$ cat src/rtl/fpu_add_sub_sorter_pkg.sv
// Shared FP16 types and constants used across the FPU add/sub datapath stages.
package fpu_add_sub_sorter_pkg;

    typedef logic [15:0] fp16_t;

    localparam fp16_t      FP16_QNAN    = 16'h7E00;
    localparam fp16_t      FP16_ZERO    = 16'h0000;
    localparam logic [4:0] FP16_EXP_MAX = 5'd31;

    // Flipping the sign bit turns A+B into A-B without touching the magnitude.
    function automatic fp16_t fp16Negate(input fp16_t value, input logic doNegate);
        return {value[15] ^ doNegate, value[14:0]};
    endfunction

endpackage

$ cat src/rtl/fpu_add_sub_sorter_classify.sv
// Combinational FP16 class detection on the magnitude bits; sign plays no part here.
module fp16_classify
    import fpu_add_sub_sorter_pkg::*;
(
    input  logic [14:0] magnitude,
    output logic        isNaN,
    output logic        isInf,
    output logic        isZero
);

    logic expAllOnes;
    logic mantIsZero;

    always_comb begin
        expAllOnes = (magnitude[14:10] == FP16_EXP_MAX);
        mantIsZero = (magnitude[9:0] == 10'd0);
        isNaN      = expAllOnes && !mantIsZero;
        isInf      = expAllOnes && mantIsZero;
        isZero     = (magnitude == 15'd0);
    end

endmodule

$ cat src/rtl/fpu_add_sub_sorter.sv
// Front end of the FP16 adder: orders the effective operands by magnitude and
// resolves NaN/Inf results early so the aligner and adder can be bypassed.
module fpu_add_sub_sorter
    import fpu_add_sub_sorter_pkg::*;
(
    input  logic  clock,
    input  logic  reset_L,
    input  logic  in_valid,
    output logic  in_ready,
    input  fp16_t opA,
    input  fp16_t opB,
    input  logic  sub,
    output logic  out_valid,
    input  logic  out_ready,
    output fp16_t largeNum,
    output fp16_t smallNum,
    output logic  effSub,
    output logic  swapped,
    output logic  special,
    output fp16_t specialResult
);

    fp16_t effB;
    logic  aIsNaN, aIsInf, bIsNaN, bIsInf;
    logic  unusedZeroA, unusedZeroB;

    logic  s1Valid_q;
    fp16_t s1A_q, s1B_q;
    logic  s1ANaN_q, s1AInf_q, s1BNaN_q, s1BInf_q;

    logic  s2Valid_q;
    fp16_t s2Large_q, s2Small_q, s2SpecRes_q;
    logic  s2EffSub_q, s2Swapped_q, s2Special_q;

    fp16_t s2Large_d, s2Small_d, s2SpecRes_d;
    logic  s2EffSub_d, s2Swapped_d, s2Special_d;

    logic  s2Advance;

    assign effB = fp16Negate(opB, sub);

    fp16_classify uClassA (
        .magnitude (opA[14:0]),
        .isNaN     (aIsNaN),
        .isInf     (aIsInf),
        .isZero    (unusedZeroA)
    );

    fp16_classify uClassB (
        .magnitude (effB[14:0]),
        .isNaN     (bIsNaN),
        .isInf     (bIsInf),
        .isZero    (unusedZeroB)
    );

    // S1 only ever moves into S2, so S1 drains exactly when S2 advances.
    assign s2Advance = !s2Valid_q || out_ready;
    assign in_ready  = !s1Valid_q || s2Advance;

    always_ff @(posedge clock or negedge reset_L) begin
        if (!reset_L) begin
            s1Valid_q <= 1'b0;
            s1A_q     <= FP16_ZERO;
            s1B_q     <= FP16_ZERO;
            s1ANaN_q  <= 1'b0;
            s1AInf_q  <= 1'b0;
            s1BNaN_q  <= 1'b0;
            s1BInf_q  <= 1'b0;
        end else if (in_ready) begin
            s1Valid_q <= in_valid;
            if (in_valid) begin
                s1A_q    <= opA;
                s1B_q    <= effB;
                s1ANaN_q <= aIsNaN;
                s1AInf_q <= aIsInf;
                s1BNaN_q <= bIsNaN;
                s1BInf_q <= bIsInf;
            end
        end
    end

    // Ties keep A on top so equal magnitudes never report a swap.
    always_comb begin
        s2Swapped_d = (s1B_q[14:0] > s1A_q[14:0]);
        s2Large_d   = s2Swapped_d ? s1B_q : s1A_q;
        s2Small_d   = s2Swapped_d ? s1A_q : s1B_q;
        s2EffSub_d  = s1A_q[15] ^ s1B_q[15];
        s2Special_d = 1'b0;
        s2SpecRes_d = FP16_ZERO;
        if (s1ANaN_q || s1BNaN_q || (s1AInf_q && s1BInf_q && s2EffSub_d)) begin
            s2Special_d = 1'b1;
            s2SpecRes_d = FP16_QNAN;
        end else if (s1AInf_q) begin
            s2Special_d = 1'b1;
            s2SpecRes_d = s1A_q;
        end else if (s1BInf_q) begin
            s2Special_d = 1'b1;
            s2SpecRes_d = s1B_q;
        end
    end

    always_ff @(posedge clock or negedge reset_L) begin
        if (!reset_L) begin
            s2Valid_q   <= 1'b0;
            s2Large_q   <= FP16_ZERO;
            s2Small_q   <= FP16_ZERO;
            s2SpecRes_q <= FP16_ZERO;
            s2EffSub_q  <= 1'b0;
            s2Swapped_q <= 1'b0;
            s2Special_q <= 1'b0;
        end else if (s2Advance) begin
            s2Valid_q <= s1Valid_q;
            if (s1Valid_q) begin
                s2Large_q   <= s2Large_d;
                s2Small_q   <= s2Small_d;
                s2SpecRes_q <= s2SpecRes_d;
                s2EffSub_q  <= s2EffSub_d;
                s2Swapped_q <= s2Swapped_d;
                s2Special_q <= s2Special_d;
            end
        end
    end

    assign out_valid     = s2Valid_q;
    assign largeNum      = s2Large_q;
    assign smallNum      = s2Small_q;
    assign effSub        = s2EffSub_q;
    assign swapped       = s2Swapped_q;
    assign special       = s2Special_q;
    assign specialResult = s2SpecRes_q;

endmodule

$ cat config.mk
export PLATFORM = sky130hd
export DESIGN_NAME = fpu_add_sub_sorter
export DESIGN_NICKNAME = d
export VERILOG_FILES = /design/src/rtl/fpu_add_sub_sorter_pkg.sv /design/src/rtl/fpu_add_sub_sorter_classify.sv /design/src/rtl/fpu_add_sub_sorter.sv
export SDC_FILE = /design/constraint.sdc
export NUM_CORES = 1
export LEC_CHECK = 0
export BUFFER_PORTS_ARGS = -buffer_cell sky130_fd_sc_hd__buf_2
export CAP_MARGIN = 20
export CORE_UTILIZATION = 50
export DETAILED_ROUTE_END_ITERATION = 12
export PLACE_DENSITY_LB_ADDON = 0.2
export SYNTH_ARGS = -nofsm -noshare
export SYNTH_HDL_FRONTEND = slang
export SYNTH_SLANG_ARGS = --single-unit
$ cat constraint.sdc
create_clock -name clock -period 2.1 [get_ports clock]
set_input_delay 0.21 -clock clock [delete_from_list [all_inputs] [get_ports clock]]
set_output_delay 0.21 -clock clock [all_outputs]
set_load 0.1 [all_outputs]
==> results.json <==
{
  "clock_sinks": 89,
  "dr.first_iter.drc_count": 385,
  "p_per_area_nw_per_um2": 1170,
  "viasPerCell": 6.10,
  "p_leak_nw": 2.92,
  "cp-start-kind": "flop",
  "synth_common_cells": "dfrtp_1 (89), nor2_1 (72), a22oi_1 (42)",
  "period_needed_ps": 2140,
  "power.internal_mw": 3.59,
  "power_frac_clock": 0.167,
  "cts_buffer_depth": 2,
  "clock.fmax_ghz": 0.468,
  "drc_errors": 0,
  "die_w_um": 101,
  "grt_pass1_vias": 4579,
  "n_antenna_cell": 0,
  "grt_use_total": 0.305,
  "wirelength_um": 15000,
  "yosys.area.top_type": "dfrtp_1",
  "hold_viol_final": 0,
  "rr_startpoint": "s1A_q[7]",
  "power_frac_comb": 0.528,
  "outcome": "complete, but fails checks",
  "crit_path_start": "s1A_q[7]",
  "slew_headroom": 0.527,
  "synth_top_cells_by_area": "dfrtp_1 (46%), mux2_2 (7.2%), a22oi_1 (6.5%)",
  "power_mw": 7.40,
  "antenna_found_initial": 0,
  "synth-seq-cells": 89,
  "p_seq_frac": 0.305,
  "clk_latency_ps": 360,
  "syn-cell-area_um2": 4860,
  "switchingPower_mw": 3.82,
  "io_pins": 90,
  "cp-end-kind": "flop",
  "place_congestion": 0.993,
  "drv_slew": 0,
  "worst_ep_arrival_time_ps": 2350,
  "crit_type": "reg -> reg",
  "area_delta_synth_final_pct": 29.9,
  "grt.overflow.total": 0,
  "drtPass1Iterations": 5,
  "tightest_slew_ps": 703,
  "timing.final.ws_setup_ps": -38.6,
  "synthesis.nets": 574,
  "reg2reg_depth": 9,
  "path_clk_slew_ps": 100,
  "cp-endpoint": "smallNum[13]",
  "routedWlPerCell_um": 19.3,
  "rsz0062_at_grt": "yes",
  "vias": 4731,
  "r2r_setup_slack_ps": -40,
  "ys.flop_type": "dfrtp_1",
  "avgSynthCellArea_um2": 9.30,
  "cts_root_buf": "clkbuf_8",
  "syn-instance-count": 522,
  "fp.dieH_um": 101,
  "post-synth-top-area-fraction": 0.459,
  "floorplan.initialDensity": 0.521,
  "max_cap_viol_count": 0,
  "grt_pass1_wl_um": 23700,
  "row_count": 35,
  "synth_edf_count": 0,
  "synthArstFlopShare": 1.00,
  "peakVddDrop_mv": 0.821,
  "ys_seq_area_frac": 0.459,
  "dpl.hpwl_um": 10500,
  "switching_share": 0.515,
  "cts_buffers": 9,
  "final_nets": 694,
  "cts_tree": "yes",
  "core_region_area_um2": 9330,
  "placement.io_buffers": 89,
  "grt_max_degree": 41,
  "cp.required_ps": 2310,
  "ant_nets": 0,
  "fin_util": 0.676,
  "r2r-end": "smallNum[13]",
  "dp_slack_ps": 9.88,
  "failed_checks": "negative setup slack",
  "fillCellCount": 743,
  "skew_ps": 13.2,
  "synth_most_common_cell": "dfrtp_1",
  "fin_tns_setup_ps": -297,
  "worstPathMaxFanout": 8,
  "synth.distinct_cells": 35,
  "layout-drive-gt1-share": 0.349,
  "hold_path.class": "in -> reg",
  "synth_warnings": 0,
  "finalSetupViolations": 19,
  "htree_levels": 3,
  "timing.final.crit_share": 1.02,
  "dieArea_um2": 10100
}
## state kept, by name, summed over array words and instances (netlist names)
name,count
smallNum,16
s1A_q,16
effSub,1
largeNum,16
swapped,1
s1BNaN_q,1
specialResult,16
out_valid,1
s1ANaN_q,1
special,1
s1B_q,16
s1BInf_q,1
s1Valid_q,1
s1AInf_q,1
## routing by layer
layer,vias to the layer above,track usage,part of all wire
met2,255,0.498,0.48
met5,-,0,0
met1,2281,0.404,0.41
met4,0,0.132,0.040
met3,52,0.0479,0.070
li1,2143,-,-
## layout make-up
| cell class | instances | area [um^2] | share of cell area |
|---|---|---|---|
| multi-input combinational | 358 | 2500 | 0.397 |
| inverter | 32 | 120 | 0.0190 |
| clock buffer | 10 | 138 | 0.0218 |
| sequential | 89 | 2230 | 0.354 |
| timing repair buffer | 152 | 1090 | 0.173 |
| clock inverter | 6 | 65.1 | 0.0103 |
| tap | 129 | 161 | 0.0256 |
## power groups by stage
stage	logic (mW)	registers (mW)	clock network (mW)
after floorplan	1.13	4.06	0
after global placement	3.77	2.28	0
after detailed placement	3.79	2.29	0
after CTS	3.81	2.25	1.23
after global routing	4.13	2.30	1.31
final	3.91	2.26	1.23
## metrics by stage
stage	instances	area [um^2]	hold WS, ps
floorplan	522	4980	-85.6
global placement	751	5840	149
detailed placement	751	5840	151
CTS	768	6060	68.0
global route	776	6310	74.4
finish	776	6310	69.1
## how the worst min path moves through the flow
stage / to / cells past startpoint / slack, ps / startpoint
6_report: s1Valid_q / 2 / 70 / in_valid
5_1_grt: s1A_q[15] / 2 / 70 / opA[15]
4_1_cts: s1Valid_q / 2 / 70 / in_valid
3_5_place_dp: effSub / 1 / 150 / reset_L
3_3_place_gp: effSub / 1 / 150 / reset_L
2_1_floorplan: effSub / 0 / -90 / reset_L
## worst max-delay path, cell delays in order, from the launching register on
cell	delay, ps
dfrtp_1	430
inv_2	80
ha_4	260
nand4_1	230
nor4_4	360
buf_6	220
clkbuf_16	180
nor2_1	40
o21ai_1	90
a31oi_1	100
## what timing repair did
action                                  4_1_cts  5_1_grt
gates cloned                                  0        5
setup buffers                                 0        3
endpoints found under the setup margin        6       33
pin swaps                                     1       21
hold buffers                                  1        0
endpoints found under the hold margin        26        0
resized for setup                             2       31
## cell usage in the layout (no fill, tap or decap), types with 20 or more instances in the layout
cell / instances
nand2_1: 30
inv_1: 28
o21ai_1: 20
a211oi_1: 31
a22oi_1: 40
dfrtp_1: 87
nor2_1: 65
a31oi_1: 32
buf_4: 50
mux2_4: 24
buf_2: 88
o21ai_0: 21
## kinds of logic (layout without fill, tap and decap cells)
family | count (synthesis) | count (layout) | share of synthesized area
xor+xnor | 2 | 2 | 0.00361
flops | 89 | 89 | 0.459
simple gates | 129 | 129 | 0.114
compound gates | 181 | 181 | 0.248
fa+ha+maj | 15 | 15 | 0.0386
buf+inv | 75 | 200 | 0.0659
mux | 31 | 31 | 0.0719
(Power assumes the default switching activity.)
